<file path="src/rtl/elevator_car_responder_pkg.sv">
// Shared elevator definitions: car/door state encodings, door_state codes and sizing helpers.
package elevator_car_responder_pkg;

  localparam int unsigned NumFloorsDefault = 11;
  localparam int unsigned FloorW           = 4;

  typedef enum logic [1:0] {
    CarIdle   = 2'b00,
    CarUp     = 2'b01,
    CarDown   = 2'b10,
    CarHalted = 2'b11
  } car_state_e;

  // Values double as the external door_state codes.
  typedef enum logic [1:0] {
    DoorClosed  = 2'b00,
    DoorOpening = 2'b01,
    DoorOpen    = 2'b10,
    DoorClosing = 2'b11
  } door_state_e;

  function automatic int unsigned cnt_width(int unsigned limit);
    return (limit > 1) ? $clog2(limit) : 1;
  endfunction

endpackage

</file>
<file path="src/rtl/elevator_door_actuator.sv">
// Door stroke FSM: timed open/close strokes with position-continuous reversal while closing.
module elevator_door_actuator
  import elevator_car_responder_pkg::*;
#(
  parameter int unsigned DOOR_TRAVEL_CYCLES = 8
) (
  input  logic        clk_i,
  input  logic        rst_i,
  input  logic        open_cmd_i,
  input  logic        close_cmd_i,
  input  logic        power_on_i,
  input  logic        open_allow_i,
  output door_state_e state_o
);

  localparam int unsigned     CntW   = cnt_width(DOOR_TRAVEL_CYCLES);
  localparam logic [CntW-1:0] CntMax = CntW'(DOOR_TRAVEL_CYCLES - 1);

  door_state_e     state_q, state_d;
  logic [CntW-1:0] cnt_q, cnt_d;

  always_comb begin
    state_d = state_q;
    cnt_d   = cnt_q;
    // Without power the door neither accepts commands nor moves.
    if (power_on_i) begin
      case (state_q)
        DoorClosed: begin
          if (open_cmd_i && open_allow_i) begin
            state_d = DoorOpening;
            cnt_d   = '0;
          end
        end
        DoorOpening: begin
          if (cnt_q == CntMax) begin
            state_d = DoorOpen;
            cnt_d   = '0;
          end else begin
            cnt_d = cnt_q + CntW'(1);
          end
        end
        DoorOpen: begin
          if (close_cmd_i && !open_cmd_i) begin
            state_d = DoorClosing;
            cnt_d   = '0;
          end
        end
        DoorClosing: begin
          if (open_cmd_i) begin
            state_d = DoorOpening;
            cnt_d   = CntMax - cnt_q;
          end else if (cnt_q == CntMax) begin
            state_d = DoorClosed;
            cnt_d   = '0;
          end else begin
            cnt_d = cnt_q + CntW'(1);
          end
        end
        default: state_d = DoorClosed;
      endcase
    end
  end

  always_ff @(posedge clk_i) begin
    if (rst_i) begin
      state_q <= DoorClosed;
      cnt_q   <= '0;
    end else begin
      state_q <= state_d;
      cnt_q   <= cnt_d;
    end
  end

  assign state_o = state_q;

endmodule

</file>
<file path="src/rtl/elevator_car_responder.sv">
// Elevator car responder: car travel FSM with halt/resume and command interlocks, plus door actuator.
module elevator_car_responder
  import elevator_car_responder_pkg::*;
#(
  parameter int unsigned NUM_FLOORS          = NumFloorsDefault,
  parameter int unsigned FLOOR_TRAVEL_CYCLES = 16,
  parameter int unsigned DOOR_TRAVEL_CYCLES  = 8
) (
  input  logic              clock,
  input  logic              reset,
  input  logic              move_up,
  input  logic              move_down,
  input  logic              door_open_cmd,
  input  logic              door_close_cmd,
  input  logic              emergency_stop,
  input  logic              power_on,
  output logic [FloorW-1:0] current_floor,
  output logic              at_floor_pulse,
  output logic              car_moving,
  output logic              car_direction,
  output logic [1:0]        door_state,
  output logic              interlock_fault
);

  localparam int unsigned       CntW     = cnt_width(FLOOR_TRAVEL_CYCLES);
  localparam logic [CntW-1:0]   CntMax   = CntW'(FLOOR_TRAVEL_CYCLES - 1);
  localparam logic [FloorW-1:0] FloorTop = FloorW'(NUM_FLOORS - 1);

  car_state_e        state_q, state_d;
  logic [CntW-1:0]   cnt_q, cnt_d;
  logic [FloorW-1:0] floor_q, floor_d;
  logic              dir_q, dir_d;
  logic              resume_q, resume_d;
  logic              moving_q, moving_d;
  logic              pulse_q, pulse_d;
  logic              fault_q, fault_d;
  door_state_e       door_q;
  logic              halt, door_closed, door_allow;

  assign halt        = emergency_stop || !power_on;
  assign door_closed = (door_q == DoorClosed);
  // Door may only open while the car sits exactly at a floor.
  assign door_allow  = (state_q == CarIdle) || ((state_q == CarHalted) && (cnt_q == '0));

  always_comb begin
    state_d  = state_q;
    cnt_d    = cnt_q;
    floor_d  = floor_q;
    dir_d    = dir_q;
    resume_d = resume_q;
    pulse_d  = 1'b0;
    fault_d  = door_open_cmd && ((state_q == CarUp) || (state_q == CarDown));
    case (state_q)
      CarIdle: begin
        resume_d = 1'b0;
        if (halt) begin
          state_d = CarHalted;
        end else if (move_up || move_down) begin
          if ((move_up && move_down) || !door_closed || (move_up && (floor_q == FloorTop)) ||
              (move_down && (floor_q == '0))) begin
            fault_d = 1'b1;
          end else if (!door_open_cmd) begin
            // A simultaneous door open request takes precedence over starting travel.
            state_d = move_up ? CarUp : CarDown;
            dir_d   = move_up;
            cnt_d   = '0;
          end
        end
      end
      CarUp: begin
        if (halt) begin
          state_d  = CarHalted;
          resume_d = 1'b1;
        end else if (cnt_q == CntMax) begin
          pulse_d = 1'b1;
          cnt_d   = '0;
          floor_d = floor_q + FloorW'(1);
          if (!move_up || (floor_d == FloorTop)) state_d = CarIdle;
        end else begin
          cnt_d = cnt_q + CntW'(1);
        end
      end
      CarDown: begin
        if (halt) begin
          state_d  = CarHalted;
          resume_d = 1'b1;
        end else if (cnt_q == CntMax) begin
          pulse_d = 1'b1;
          cnt_d   = '0;
          floor_d = floor_q - FloorW'(1);
          if (!move_down || (floor_d == '0)) state_d = CarIdle;
        end else begin
          cnt_d = cnt_q + CntW'(1);
        end
      end
      CarHalted: begin
        // An open door during the halt (only possible at count 0) cancels the resume.
        if (!halt) begin
          if (resume_q && door_closed) state_d = dir_q ? CarUp : CarDown;
          else                         state_d = CarIdle;
        end
      end
      default: state_d = CarIdle;
    endcase
    moving_d = (state_d == CarUp) || (state_d == CarDown);
  end

  always_ff @(posedge clock) begin
    if (reset) begin
      state_q  <= CarIdle;
      cnt_q    <= '0;
      floor_q  <= '0;
      dir_q    <= 1'b1;
      resume_q <= 1'b0;
      moving_q <= 1'b0;
      pulse_q  <= 1'b0;
      fault_q  <= 1'b0;
    end else begin
      state_q  <= state_d;
      cnt_q    <= cnt_d;
      floor_q  <= floor_d;
      dir_q    <= dir_d;
      resume_q <= resume_d;
      moving_q <= moving_d;
      pulse_q  <= pulse_d;
      fault_q  <= fault_d;
    end
  end

  elevator_door_actuator #(
    .DOOR_TRAVEL_CYCLES(DOOR_TRAVEL_CYCLES)
  ) u_door (
    .clk_i       (clock),
    .rst_i       (reset),
    .open_cmd_i  (door_open_cmd),
    .close_cmd_i (door_close_cmd),
    .power_on_i  (power_on),
    .open_allow_i(door_allow),
    .state_o     (door_q)
  );

  assign current_floor   = floor_q;
  assign at_floor_pulse  = pulse_q;
  assign car_moving      = moving_q;
  assign car_direction   = dir_q;
  assign door_state      = door_q;
  assign interlock_fault = fault_q;

endmodule

</file>
<file path="config.mk">
export PLATFORM = sky130hd
export DESIGN_NAME = elevator_car_responder
export DESIGN_NICKNAME = d
export VERILOG_FILES = /design/src/rtl/elevator_car_responder_pkg.sv /design/src/rtl/elevator_door_actuator.sv /design/src/rtl/elevator_car_responder.sv
export SDC_FILE = /design/constraint.sdc
export NUM_CORES = 1
export LEC_CHECK = 0
export ABC_AREA = 0
export ABC_CLOCK_PERIOD_IN_PS = 2800
export CAP_MARGIN = 20
export CORE_MARGIN = 8
export CORE_UTILIZATION = 50
export CTS_CLUSTER_SIZE = 25
export DETAILED_ROUTE_END_ITERATION = 16
export HOLD_SLACK_MARGIN = 0.08
export PLACE_DENSITY = 0.73
export SYNTH_ARGS = -nofsm -noshare
export SYNTH_HDL_FRONTEND = slang
export SYNTH_SLANG_ARGS = --single-unit
</file>
<file path="constraint.sdc">
create_clock -name clock -period 2.8 [get_ports clock]
set_input_delay 0.42 -clock clock [delete_from_list [all_inputs] [get_ports clock]]
set_output_delay 0.42 -clock clock [all_outputs]
set_load 0.01 [all_outputs]
</file>
# --- Word level (Yosys, flattened, before mapping) ---
# Index checks and enable logic that the tools add are counted.
classes:
  bitwise: 4
  n_addsub: 5
  n_lt_le_gt_ge: 0
  div_mod_pow: 0
  n_mux: 45
  mul: 0
  n_reduce_logical: 38
  n_eq_ne: 26
  shifts: 0
op_table:
  columns: ["cell", "count"]
  rows:
  - ["4-bit 2-to-1 mux", 10]
  - ["2-bit 2-to-1 mux", 19]
  - ["2-bit one-hot mux with 4 select lines", 2]
  - ["4-bit one-hot mux with 2 select lines", 2]
  - ["5-bit AND reduction", 3]
  - ["2-bit by 1-bit != test with 1-bit output (second input constant)", 7]
  - ["4-bit == test (second input constant)", 3]
  - ["4-bit logical NOT", 3]
  - ["3-bit 2-to-1 mux", 4]
  - ["2-bit != test (second input constant)", 6]
  - ["3-bit one-hot mux with 4 select lines", 1]
  - ["2-bit == test (second input constant)", 5]
  - ["1-bit logical OR", 10]
  - ["4-bit by 1-bit adder with 4-bit output (second input constant)", 2]
  - ["1-bit logical AND", 8]
  - ["2-bit by 1-bit == test with 1-bit output (second input constant)", 3]
  - ["1-bit 2-to-1 mux", 6]
  - ["6-bit AND reduction", 1]
  - ["1-bit logical NOT", 5]
  - ["2-bit logical NOT", 2]
  - ["1-bit NOT", 4]
  - ["2-bit nonzero test", 2]
  - ["4-bit by 1-bit subtractor with 4-bit output (second input constant)", 1]
  - ["3-bit by 1-bit adder with 3-bit output (second input constant)", 1]
  - ["8 further kinds", 8]
word_totals:
  mem_count: 0
  mem_bits_rw: 0
  in_bits: 8
  rom_bits: 0
  latch_bits: 0
  word_cells: 128
  reg_bits: 20

# --- Depth between registers and ports, before layout ---
# Gate-level depths: netlist of the first run.
logic_depth:
  depth_word: 11
  ltp_mapped: 9
  mapped_depth_nobuf: 9

# --- Modules after synthesis ---
# Synthesis of the first run repeated with hierarchy kept, for this count alone.
hier_totals:
  cells_unflattened: 196
  hier_area_um2: 1645.3
by_module_without_submodules:
  columns: ["module", "instances", "area_each_um2", "seq_area_each_um2", "cells_each"]
  rows:
  - ["elevator_car_responder", 1, 1241.2, 300.3, 152]
  - ["elevator_door_actuator", 1, 404.1, 100.1, 44]

# --- Worst setup path before layout of the first run ---
# OpenSTA, ideal clock, no wires.
synth_timing:
  kind: "reg-to-reg"
  startpoint: "register floor_q[0] (netlist: current_floor[0])"
  endpoint: "register moving_q (netlist: car_moving)"
  required_time_ns: 2.672
  path_buffers: 0
  slack_ns: 0.662
  stages_incl_launch_ff: 9
  synth_period_minus_slack_ns: 2.138
  arrival_time_ns: 2.011
  path_cell_list: "dfxtp_1 -> inv_1 -> ha_1 -> nor3b_1 -> or4b_2 -> o211ai_1 -> o21a_1 -> xor2_1 -> nor2_1"
synth_via:
  elab_chain_cells: 10
  elab_cells_between_ends: 25
synth_lines:
  columns: ["item", "line", "rtl"]
  rows:
  - ["start, declared", "elevator_car_responder.sv:31", "logic [FloorW-1:0] floor_q, floor_d;"]
  - ["start signal, assigned", "elevator_car_responder.sv:121", "floor_q <= floor_d;"]
  - ["parallel branches: the longest is 7 deep, another holds 4-bit by 1-bit adder with 4-bit output", null, null]
  - ["2-bit one-hot mux with 4 select lines *", "elevator_car_responder.sv:53", "case (state_q)"]
  - ["2-bit by 1-bit == test with 1-bit output or 2-bit == test (tied branches)", "elevator_car_responder.sv:105", "moving_d = (state_d == CarUp) || (state_d == CarDown);"]
  - ["1-bit logical OR *", "elevator_car_responder.sv:105", null]
  - ["end signal, assigned", "elevator_car_responder.sv:124", "moving_q <= moving_d;"]
  - ["end, declared", "elevator_car_responder.sv:34", "logic moving_q, moving_d;"]
# Mark *: on every way between the ends.
# A chain may end at the register's enable or synchronous reset.

# --- Worst setup path after layout of the first run ---
# Ends and elaborated chain as after synthesis.

==> flow_metrics.py, run 1 <==
metrics = {
    "synthesis": {
        "synth.top_cell.area_share_pct": 27.7,
        "synth_edf_count": 0,
        "synthTopCellsByArea": "dfxtp_1, ha_1, nor2_1, mux2i_1, nand2_1",
        "synth_top_flop_cell": "dfxtp_1",
        "yosysTopAreaCell": "dfxtp_1",
        "ys_warn_count": 0,
        "netlist_area_sq_um": 1450,
        "synth-seq-cells": 20,
        "yosys.area_share.xor_xnor_pct": 1.82,
        "syn-num-nets": 203,
        "syn_inst": 178,
        "ys_types": 48,
        "syn_area_per_cell_sq_um": 8.13,
        "synthMuxAreaShare_pct": 4.93,
        "synth_top_family_by_area": "simple AND/OR/NAND/NOR gates",
        "synth_compound_area_share_pct": 21.2,
        "synthAdderAreaFrac_pct": 14.7,
        "ys_seq_area_share_pct": 27.7,
        "synth-simple-area-share_pct": 23.6,
        "async_flop_share_pct": 0,
    },
    "routing": {
        "drc": 0,
        "avgRoutedWirePerCell_um": 14.8,
        "drt_pass1_iterations": 5,
        "vias": 1335,
        "m1WireLength_um": 1510,
        "drt-total-wl_um": 3310,
        "wl_met2_um": 1590,
        "dr.first_iter.drc_count": 73,
        "route.met3.wl_um": 167,
        "vias_per_cell": 5.96,
        "ant_nets": 0,
        "top_layer": "met4",
    },
    "power": {
        "cellPowerDensity_nw_per_um2": 672,
        "leakage_nw": 0.662,
        "max-vdd-ir-drop_uv": 561,
    },
    "critical_path": {
        "cpLargestDelayFamily": "simple AND/OR/NAND/NOR gates",
        "crit_cells": 8,
        "cp.buffers_inverters": 1,
        "crit_chain": "inv_1, ha_1, nor3b_1, or4b_2, o211ai_1, o21a_1, xor2_1, nor2_1",
        "worst_ep_arrival_time_ps": 2520,
        "reg2reg_slack_ps": 470,
        "critPathMaxFanout": 8,
        "end_kind": "register",
        "slowest_delay_ps": 670,
        "criticalPathCategory": "reg2reg",
        "start_kind": "register",
        "worstPathRequired_ps": 2990,
        "rr_worst_depth": 8,
        "cp_slowest_cell": "or4b_2",
    },
    "timing": {
        "tightest_slew_ps": 784,
        "fin_hold_ws_ps": 508,
        "rsz0062_at_grt": "no",
        "fin_crit_sh_pct": 83.3,
        "finalSetupViolations": 0,
        "maxSlewHeadroom_pct": 47.6,
        "hold_viol": 0,
        "min_period_ps": 2330,
        "setup_tns_ps": 0,
        "skew_ps": 7.24,
        "fmax_mhz": 429,
        "slew_viol_final": 0,
    },
    "clock_network": {
        "cts_buffers": 3,
        "cts_sinks": 20,
        "cts_max_path_buffers": 2,
        "post_cts_buffers": 0,
        "cts_resized": 0,
        "path_clk_slew_ps": 130,
        "clock_latency_ps": 310,
        "h-tree-depth": 1,
        "cts_root_buf": "clkbuf_4",
        "hold_buffers": 0,
        "cts_tree": "done",
    },
    "global_routing": {
        "grt_max_degree": 21,
        "grt_util_all_layers_pct": 13.7,
        "grt_pass1_vias": 1305,
        "overflow": 0,
        "grt_pass1_wl_um": 5800,
        "antenna_found_initial": 0,
    },
    "place": {
        "place_congestion": 0.924,
        "place_inst": 220,
        "portBuffers": 17,
        "dp_hpwl_um": 2520,
    },
    "run": {
        "drv_cap": 0,
    },
    "outcome": {
        "status": "finished clean",
    },
    "cells_and_area": {
        "area.growth.synth_to_final_pct": 14.8,
        "layout.cells.most_common_list": "nor2_1, dfxtp_1, ha_1, clkdlybuf4s50_1, nand2_1",
        "fin_nets": 219,
        "layout-drive-gt1-share_pct": 6.22,
        "mostFrequentLayoutCell": "nor2_1",
        "stdcell_count": 224,
        "diodes": 0,
    },
    "floorplanning": {
        "num_io_pins": 18,
        "row_count": 19,
        "initial_utilization_pct": 52.5,
        "die_x_um": 69.8,
        "dieArea_sq_um": 4870,
        "core_sq_um": 2760,
        "fp.dieH_um": 69.8,
    },
    "hold_path": {
        "hold-path-cell-count": 2,
        "hold_class": "reg2reg",
    },
}
sequential cells by signal, indices dropped and copies added (netlist names):
name	count
interlock_fault	1
cnt_q	4
u_door.state_o	2
at_floor_pulse	1
state_q	2
resume_q	1
current_floor	4
u_door.cnt_q	3
car_moving	1
car_direction	1
cell families (layout without fill, tap and decap cells):
group / count (synthesis) / in the layout
AND/OR/NAND/NOR: 66 / 66
AO/OA/AOI/OAI: 44 / 44
buffers and inverters: 21 / 36
flip-flops: 20 / 20
multiplexers: 7 / 7
adder cells (fa/ha/maj): 17 / 17
XOR/XNOR: 3 / 3
per-stage QoR:
stage,util (%),total power (W),setup slack [ps],area [sq um]
after global placement,58.9,0.000915,427,1620
after global routing,60.2,0.00120,274,1660
after detailed placement,58.9,0.000936,350,1620
after CTS,60.2,0.00112,478,1660
after floorplan,-,0.000791,662,1450
final,60.2,0.00112,467,1660
cell type report:
class | instances | area, sq um
inverters | 15 | 56.3
multi-input cells | 137 | 958
well taps | 31 | 38.8
clock buffers | 4 | 36.3
flip-flops and latches | 20 | 400
repair buffers | 17 | 170
fillers | 252 | 1100
cells in the mapped netlist (2+ instances only):
cell type  number
ha_1           17
inv_1          15
o21ai_1         2
nand3_1         3
nor2b_1         2
o2111ai_1       2
a32oi_1         2
dfxtp_1        20
clkbuf_1        4
nand4b_1        2
xor2_1          2
nor3_1          3
o21ai_0         8
mux2i_1         6
nor2_1         21
a211oi_1        3
or3_1           4
o22ai_1         2
nand2b_1        4
a211o_1         2
nand2_1        16
o21a_1          2
nand4_1         2
a31oi_1         2
a21oi_1         9
metal layers:
metal	global-route usage [%]	up-vias
li1	-	665
met1	16.0	633
met3	3.00	5
met4	5.80	0
met2	23.4	32
met5	0	-
report_power, final:
| group | switching, W | internal, W | leakage (nW) |
|---|---|---|---|
| Clock | 0.0000988 | 0.0000795 | 0.0210 |
| Sequential | 0.0000421 | 0.000329 | 0.163 |
| Combinational | 0.000321 | 0.000244 | 0.478 |
| Total | 0.000462 | 0.000653 | 0.662 |
worst min-delay path, cell delays in order, from the launching register on:
cell and delay, ps:
dfxtp_1 340, o21ai_0 80, a21oi_1 60
path summary, 6_finish.rpt:
kind                                  startpoint          to
worst max-delay path            current_floor[0]  car_moving
worst min-delay path                    resume_q    resume_q
worst max register to register  current_floor[0]  car_moving
worst min register to register          resume_q    resume_q
Power figures use the tool's default switching activity.
==> inputs of run 2 (changes only) <==
--- a/config.mk
+++ b/config.mk
@@ -6,7 +6,7 @@
 export NUM_CORES = 1
 export LEC_CHECK = 0
 export ABC_AREA = 0
-export ABC_CLOCK_PERIOD_IN_PS = 2800
+export ABC_CLOCK_PERIOD_IN_PS = 2400
 export CAP_MARGIN = 20
 export CORE_MARGIN = 8
 export CORE_UTILIZATION = 50
==> constraint.sdc (replaced) <==
create_clock -name clock -period 2.4 [get_ports clock]
set_input_delay 0.36 -clock clock [delete_from_list [all_inputs] [get_ports clock]]
set_output_delay 0.36 -clock clock [all_outputs]
set_load 0.01 [all_outputs]
==> run 2 against run 1 <==
Cell count up 3.1%. Combinational power rose by 22%. First-iteration DRC count increased by 30%. Total power is 26% higher. Count of clock-buffer cells in the layout is 1 lower. Clock skew fell by 1.8 ps. Non-clock buffer count increased by 7. Critical path depth did not move. Via count increased by 0.67%. Global-route usage rose by 0.36 points. Fmax rose by 9.2%. Utilization grew 2.5 points. Largest cell class unchanged.
==> flow_metrics.py, run 2 (same netlist as run 1, synthesis figures left out) <==
metrics = {
    "outcome": {
        "status": "finished clean",
    },
    "timing": {
        "setup_tns_ps": 0,
        "maxSlewHeadroom_pct": 48.6,
        "finalSetupViolations": 0,
        "skew_ps": 5.42,
        "slew_viol_final": 0,
        "hold_viol": 0,
        "rsz0062_at_grt": "no",
        "tightest_slew_ps": 768,
        "min_period_ps": 2140,
        "fmax_mhz": 468,
        "fin_crit_sh_pct": 89.0,
        "fin_hold_ws_ps": 505,
    },
    "routing": {
        "drc": 0,
        "ant_nets": 0,
        "drt_pass1_iterations": 4,
        "vias": 1344,
        "dr.first_iter.drc_count": 95,
        "drt-total-wl_um": 3430,
        "vias_per_cell": 5.82,
        "avgRoutedWirePerCell_um": 14.9,
    },
    "hold_path": {
        "hold_class": "reg2reg",
        "min_from": "resume_q",
    },
    "place": {
        "place_congestion": 0.887,
        "dpl_cell_area_sq_um": 1680,
        "dp_hpwl_um": 2580,
        "portBuffers": 17,
    },
    "clock_network": {
        "path_clk_slew_ps": 120,
        "h-tree-depth": 1,
        "post_cts_buffers": 0,
        "cts_root_buf": "clkbuf_4",
        "hold_buffers": 0,
        "cts_tree": "done",
        "cts_max_path_buffers": 2,
        "clock_latency_ps": 320,
        "cts_buffers": 3,
        "cts_resized": 0,
        "cts_sinks": 20,
    },
    "global_routing": {
        "grt_max_degree": 21,
        "grt_pass1_vias": 1314,
        "grt_pass1_wl_um": 5910,
        "grt_util_all_layers_pct": 14.1,
        "antenna_found_initial": 0,
        "overflow": 0,
    },
    "critical_path": {
        "start_kind": "register",
        "startpoint": "current_floor[0]",
        "critPathMaxFanout": 4,
        "critPathCapture": "car_moving",
        "crit_chain": "inv_1, ha_1, nor3b_1, or4b_2, o211ai_1, o21a_1, xor2_1, nor2_1",
        "worstPathRequired_ps": 2580,
        "rr_worst_depth": 8,
        "rr_endpoint": "car_moving",
        "r2r-start": "current_floor[0]",
        "criticalPathCategory": "reg2reg",
        "cp_slowest_cell": "or4b_2",
        "slowest_delay_ps": 670,
        "end_kind": "register",
        "worst_ep_arrival_time_ps": 2320,
        "reg2reg_slack_ps": 260,
    },
    "power": {
        "p_sw_share_pct": 39.0,
        "p_int_w": 0.000856,
        "power_frac_comb_pct": 49.1,
        "leakage_nw": 0.703,
        "p_clk_share_pct": 20.3,
        "p_sw_w": 0.000548,
        "cellPowerDensity_nw_per_um2": 812,
        "max-vdd-ir-drop_uv": 730,
        "seqPwrFrac_pct": 30.6,
    },
    "floorplanning": {
        "core_sq_um": 2760,
        "die_x_um": 69.8,
        "initial_utilization_pct": 52.5,
        "num_io_pins": 18,
        "row_count": 19,
        "dieArea_sq_um": 4870,
        "fp.dieH_um": 69.8,
    },
    "cells_and_area": {
        "final_cell_area_sq_um": 1730,
        "layout-drive-gt1-share_pct": 9.50,
        "mostFrequentLayoutCell": "nor2_1",
        "diodes": 0,
        "finish.utilization_pct": 62.7,
        "area.growth.synth_to_final_pct": 19.6,
        "layout.cells.most_common_list": "nor2_1, dfxtp_1, ha_1, clkdlybuf4s50_1, nand2_1",
        "fin_nets": 226,
    },
    "run": {
        "drv_cap": 0,
    },
}
-- run 2: power groups by stage --
stage                     combinational, W  clock [W]  sequential (W)
after floorplan                   0.000487          0        0.000436
after global placement            0.000653          0        0.000433
after detailed placement          0.000677          0        0.000435
after CTS                         0.000681   0.000291        0.000428
after global routing              0.000765   0.000304        0.000437
final                             0.000690   0.000285        0.000430
-- run 2: how the worst min path moves through the flow --
| stage | end | cells after the start |
|---|---|---|
| after floorplan | resume_q | 2 |
| after global placement | resume_q | 2 |
| after detailed placement | resume_q | 2 |
| after CTS | resume_q | 2 |
| after global routing | resume_q | 2 |
| final | resume_q | 2 |
-- run 2: cell type report --
| class | count | area, sq um |
|---|---|---|
| Fill cell | 257 | 1030 |
| Multi-Input combinational cell | 137 | 958 |
| Sequential cell | 20 | 400 |
| Timing Repair Buffer | 24 | 223 |
| Inverter | 15 | 56.3 |
| Tap cell | 31 | 38.8 |
| Clock inverter | 1 | 30.0 |
| Clock buffer | 3 | 22.5 |
-- run 2: critical path: cells and delay by family (launching register included) --
kind            cells  cell delay (ps)
xor+xnor            1              150
simple gates        3              890
buf+inv             1               90
fa+ha+maj           1              220
flops               1              350
compound gates      2              300
-- run 2: through the flow --
step | power [W] | instances | worst slack, ps
after floorplan | 0.000923 | 178 | 262
after global placement | 0.00109 | 227 | 150
after detailed placement | 0.00111 | 227 | 61.8
after CTS | 0.00140 | 231 | 272
after global routing | 0.00151 | 231 | 115
final | 0.00140 | 231 | 264
-- run 2: routing by layer --
metal | track usage (%) | share of wire (%)
met1 | 16.1 | 45
met2 | 23.6 | 49
met3 | 3.72 | 3.8
met4 | 6.92 | 2.2
met5 | 0 | 0
